<file path="src/rtl/or1k_boot_copier.sv">
// Wishbone initiator that copies WORD_COUNT words from SRC_BASE to DST_BASE and holds the CPU in reset until done.
// Optional per-transfer ack timeout is enabled by defining BOOT_COPY_TIMEOUT_EN.
module or1k_boot_copier #(
    parameter logic [31:0] SRC_BASE   = 32'hB000_0000,
    parameter logic [31:0] DST_BASE   = 32'h0000_0000,
    parameter int unsigned WORD_COUNT = 256,
    parameter int unsigned TIMEOUT    = 255
) (
    input  logic        wb_clk,
    input  logic        wb_rst_n,
    input  logic        start_i,
    output logic [31:0] wbm_adr_o,
    output logic [31:0] wbm_dat_o,
    input  logic [31:0] wbm_dat_i,
    output logic [3:0]  wbm_sel_o,
    output logic        wbm_we_o,
    output logic        wbm_cyc_o,
    output logic        wbm_stb_o,
    input  logic        wbm_ack_i,
    input  logic        wbm_err_i,
    output logic        busy_o,
    output logic        done_o,
    output logic        err_o,
    output logic        timeout_o,
    output logic        cpu_rst_o
);
    localparam int IW = (WORD_COUNT < 1) ? 1 : $clog2(WORD_COUNT + 1);
    localparam logic [IW-1:0] LAST = IW'(WORD_COUNT);

    typedef enum logic [2:0] {
        S_IDLE, S_RD, S_RGAP, S_WR, S_WGAP, S_DONE, S_ERR
    } state_t;

    state_t        state;
    logic [IW-1:0] idx;
    logic [IW-1:0] idx_inc;
    logic          tmo_hit;
    logic          abort;

    assign idx_inc   = idx + 1'b1;
    assign wbm_sel_o = 4'hF;

    function automatic logic [31:0] word_addr(input logic [31:0] base, input logic [IW-1:0] i);
        return base + (32'(i) << 2);
    endfunction

`ifdef BOOT_COPY_TIMEOUT_EN
    localparam int TW = (TIMEOUT < 2) ? 1 : $clog2(TIMEOUT);
    localparam logic [TW-1:0] TMO_LAST = TW'(TIMEOUT - 1);
    logic [TW-1:0] tmo_cnt;
    assign tmo_hit = wbm_stb_o && !wbm_ack_i && (tmo_cnt == TMO_LAST);
`else
    assign tmo_hit   = 1'b0;
    assign timeout_o = 1'b0;
`endif

    // err outranks a simultaneous ack; ack/err while stb is low never reach this term
    assign abort = wbm_stb_o && (wbm_err_i || tmo_hit);

    // NOTE: every register here is state, so all assignments are non-blocking
    always_ff @(posedge wb_clk or negedge wb_rst_n) begin
        if (!wb_rst_n) begin
            state     <= S_IDLE;
            idx       <= '0;
            wbm_adr_o <= '0;
            wbm_dat_o <= '0;
            wbm_we_o  <= 1'b0;
            wbm_cyc_o <= 1'b0;
            wbm_stb_o <= 1'b0;
            busy_o    <= 1'b0;
            done_o    <= 1'b0;
            err_o     <= 1'b0;
            cpu_rst_o <= 1'b1;
`ifdef BOOT_COPY_TIMEOUT_EN
            tmo_cnt   <= '0;
            timeout_o <= 1'b0;
`endif
        end else if (abort) begin
            state     <= S_ERR;
            wbm_cyc_o <= 1'b0;
            wbm_stb_o <= 1'b0;
            wbm_we_o  <= 1'b0;
            busy_o    <= 1'b0;
            err_o     <= 1'b1;
`ifdef BOOT_COPY_TIMEOUT_EN
            timeout_o <= !wbm_err_i;
`endif
        end else begin
            case (state)
                S_IDLE, S_DONE, S_ERR: begin
                    if (start_i) begin
                        idx       <= '0;
                        done_o    <= 1'b0;
                        err_o     <= 1'b0;
                        cpu_rst_o <= 1'b1;
`ifdef BOOT_COPY_TIMEOUT_EN
                        timeout_o <= 1'b0;
                        tmo_cnt   <= '0;
`endif
                        if (WORD_COUNT == 0) begin
                            state     <= S_DONE;
                            done_o    <= 1'b1;
                            cpu_rst_o <= 1'b0;
                        end else begin
                            state     <= S_RD;
                            busy_o    <= 1'b1;
                            wbm_cyc_o <= 1'b1;
                            wbm_stb_o <= 1'b1;
                            wbm_we_o  <= 1'b0;
                            wbm_adr_o <= SRC_BASE;
                        end
                    end
                end
                S_RD: begin
                    if (wbm_ack_i) begin
                        // the write-data register doubles as the holding register for the read word
                        wbm_dat_o <= wbm_dat_i;
                        wbm_stb_o <= 1'b0;
                        state     <= S_RGAP;
                    end
`ifdef BOOT_COPY_TIMEOUT_EN
                    else tmo_cnt <= tmo_cnt + 1'b1;
`endif
                end
                S_RGAP: begin
                    state     <= S_WR;
                    wbm_stb_o <= 1'b1;
                    wbm_we_o  <= 1'b1;
                    wbm_adr_o <= word_addr(DST_BASE, idx);
`ifdef BOOT_COPY_TIMEOUT_EN
                    tmo_cnt   <= '0;
`endif
                end
                S_WR: begin
                    if (wbm_ack_i) begin
                        wbm_stb_o <= 1'b0;
                        wbm_we_o  <= 1'b0;
                        idx       <= idx_inc;
                        if (idx_inc == LAST) begin
                            state     <= S_DONE;
                            wbm_cyc_o <= 1'b0;
                            busy_o    <= 1'b0;
                            done_o    <= 1'b1;
                            cpu_rst_o <= 1'b0;
                        end else begin
                            state <= S_WGAP;
                        end
                    end
`ifdef BOOT_COPY_TIMEOUT_EN
                    else tmo_cnt <= tmo_cnt + 1'b1;
`endif
                end
                S_WGAP: begin
                    state     <= S_RD;
                    wbm_stb_o <= 1'b1;
                    wbm_we_o  <= 1'b0;
                    wbm_adr_o <= word_addr(SRC_BASE, idx);
`ifdef BOOT_COPY_TIMEOUT_EN
                    tmo_cnt   <= '0;
`endif
                end
                default: state <= S_IDLE;
            endcase
        end
    end
endmodule

</file>
<file path="config.mk">
export PLATFORM = sky130hd
export DESIGN_NAME = or1k_boot_copier
export DESIGN_NICKNAME = d
export VERILOG_FILES = /design/src/rtl/or1k_boot_copier.sv
export SDC_FILE = /design/constraint.sdc
export NUM_CORES = 1
export LEC_CHECK = 0
export BUFFER_PORTS_ARGS = -buffer_cell sky130_fd_sc_hd__buf_4
export CAP_MARGIN = 10
export CORE_ASPECT_RATIO = 1.25
export CORE_MARGIN = 10
export CORE_UTILIZATION = 35
export DETAILED_ROUTE_END_ITERATION = 10
export SLEW_MARGIN = 20
export SYNTH_ARGS = -nofsm -noshare
export SYNTH_HDL_FRONTEND = slang
export SYNTH_SLANG_ARGS = --single-unit
</file>
<file path="constraint.sdc">
create_clock -name wb_clk -period 2.7 [get_ports wb_clk]
set_input_delay 0.27 -clock wb_clk [delete_from_list [all_inputs] [get_ports wb_clk]]
set_output_delay 0.27 -clock wb_clk [all_outputs]
set_load 0.05 [all_outputs]
</file>
==> metrics.cfg <==
[critical_path]
r2r_cells=5
path_common_cell=o21ai_1
rr_endpoint=idx[8]
path_class=reg2reg
path_buf_inv=0
cp.arrival_ps=2120
startpoint_type=register
crit_family=compound AO/OA/AOI/OAI gates
max_stage_delay_ps=550
crit_chain=xor2_1 > o211a_1 > o21ai_1 > o21ai_1 > o31ai_1
critPathMaxFanout=17
end_kind=register
required_ps=2930
worst_r2r_startpoint=state[0]
cp_slowest_cell=dfrtp_1
path_depth=5
r2r_slack_ps=810

[synthesis]
synth_top_area_share_pct=50.6
ys.warnings.count=0
yosysSeqAreaShare_pct=51.5
syn_inst=266
synth_cell_types=47
synthFlopType=dfrtp_1
synth.cell_area_um2=2920
yosysTopAreaCell=dfrtp_1
postSynthAreaPerCell_um2=11.0
ys_top_cells_by_area=dfrtp_1 51%, mux2_1 12%, buf_4 7.2%
synth_seq_cells=60
synth_edf_count=0
async_flop_share_pct=100

[die]
initial_core_util_pct=35.6
die_area_um2=12400
dieHeight_um=122
rows=37
die_width_um=102
io_pins=113
core_um2=8190

[outcome]
outcome=complete, but fails checks
violations=negative hold slack

[run]
cap_violations=0

[cts]
h-tree-depth=3
clkSinkCount=60
cts_tree=yes
post_cts_resized=0
path_clk_slew_ps=70
cts_setup_buffers=0
cts_root_buf=clkbuf_8
cts.path.max_buffers=2
numCtsBuffers=9
clk_latency_ps=340
hold_buffers=0

[route]
wl_per_cell_um=14.9
drtPass1Iterations=4
drt_iter0_drc=57
wl_met2_um=3180
wl_met3_um=549
route.detailed.drc=0
drt-met1-wl_um=2890
via_per_inst=4.76
totalWireLength_um=6720
antenna_left=0
vias=2143
dr.max_layer_used=met4

[timing]
finalHoldViolCount=4
tightest_slew_ps=733
relSlewSlack_pct=51.1
hold_ws_ps=-1.10
min_period_ps=1890
post-route-period-util_pct=69.9
setup_ws_ps=813
max_clock_freq_ghz=0.530
timing.setup.tns_ps=0
drv_slew=0
fin_skew_ps=10.7
rsz0062_at_grt=false
setup_violations=0

[power]
ir_worst_vdd_mv=0.340
power_density_nw_per_um2=1300
p_leak_nw=1.78

[global_route]
antenna_found_initial=0
grt_first_pass_wirelength_um=10700
grt_use_total_pct=10.9
grt_overflow=0
grt_start_max_net_pins=61
first_global_vias=2187

[finish]
syn2layout_area_growth_pct=26.8
fin_nets=386
layout-drive-gt1-share_pct=31.7
n_antenna_cell=0

[min_path]
min_path_type=in2async

[placed_design]
globalplace.congestion=0.773
hpwl_um=5080
place_ws_ps=819
portBuffers=87

-- metrics by stage --
step	instances	total power [mW]	hold slack (ps)	instance area (um^2)	utilization, %
after detailed placement	434	4.06	396	3500	42.7
after global routing	450	5.11	36.7	3700	45.2
after floorplan	289	3.34	-25.6	3010	-
final	450	4.83	-1.10	3700	45.2
after CTS	450	4.90	18.8	3700	45.2
after global placement	434	4.04	393	3500	42.7
-- report_power, final --
| part | internal [mW] | total (mW) | switching, mW |
|---|---|---|---|
| clock network | 0.473 | 0.818 | 0.344 |
| logic | 0.778 | 2.54 | 1.76 |
| registers | 1.23 | 1.47 | 0.240 |
-- Yosys cell counts (all sizes together) (3+ instances only) --
cell type,instances
a21boi,3
a21oi,8
a31oi,4
and3,4
buf,38
clkbuf,3
dfrtp,59
inv,4
mux2,32
nand2,27
nand2b,4
nand3,7
nand4,3
nor2,7
nor2b,6
o211a,3
o21ai,28
-- placed cells by master, fill, tap and decap left out, types with 2 or more instances in the layout --
cell / instances
a211o_1: 2
a21boi_1: 2
a21oi_1: 6
a21oi_2: 2
a31oi_1: 4
and3_1: 2
and3b_1: 2
buf_4: 89
clkbuf_8: 11
clkinv_2: 2
conb_1: 25
dfrtp_1: 59
inv_1: 3
mux2_1: 32
nand2_1: 26
nand2b_1: 4
nand3_1: 7
nand4_1: 3
nor2_1: 7
nor2b_1: 6
o211a_1: 3
o211ai_1: 2
o21ai_0: 6
o21ai_1: 22
o22a_1: 2
-- layer usage --
layer,GRT usage [%],up-vias
met4,4.66,0
met2,17.5,78
met3,4.93,12
met1,12.1,1011
met5,0,-
li1,-,1042
-- cell type report --
type	instances	area, um^2
clock inverter	4	47.5
sequential	60	1500
inverter	4	15.0
timing repair buffer	89	668
clock buffer	12	155
multi-input combinational	184	1190
fill	814	4490
tap	97	121
-- state kept, by name, summed over array words and instances, names as in the netlist --
signal     flops
state          3
wbm_adr_o     10
wbm_dat_o     32
wbm_stb_o      1
done_o         1
busy_o         1
cpu_rst_o      1
idx            9
err_o          1
wbm_we_o       1
-- how the worst max path moves through the flow --
stage	startpoint	to	slack, ps
CTS	state[0]	idx[8]	790
detailed placement	state[0]	idx[8]	820
floorplan	idx[0]	cpu_rst_o	900
global placement	state[0]	idx[8]	850
finish	state[0]	idx[8]	810
global route	state[0]	idx[8]	660
-- cells by family (layout without fill, tap and decap cells) --
kind of cell	count (synthesis)	count (layout)	share of synthesized area, %
xor gates and xnor gates	2	2	0.600
other	2	25	0.257
buffers and inverters	45	109	10.7
AOI/OAI and AO/OA	60	60	13.0
and+or+nand+nor	64	64	11.3
muxes	32	32	12.3
adders and majority gates	1	1	0.428
DFF	60	60	51.5
No activity file was read; power rests on OpenSTA's default activity.
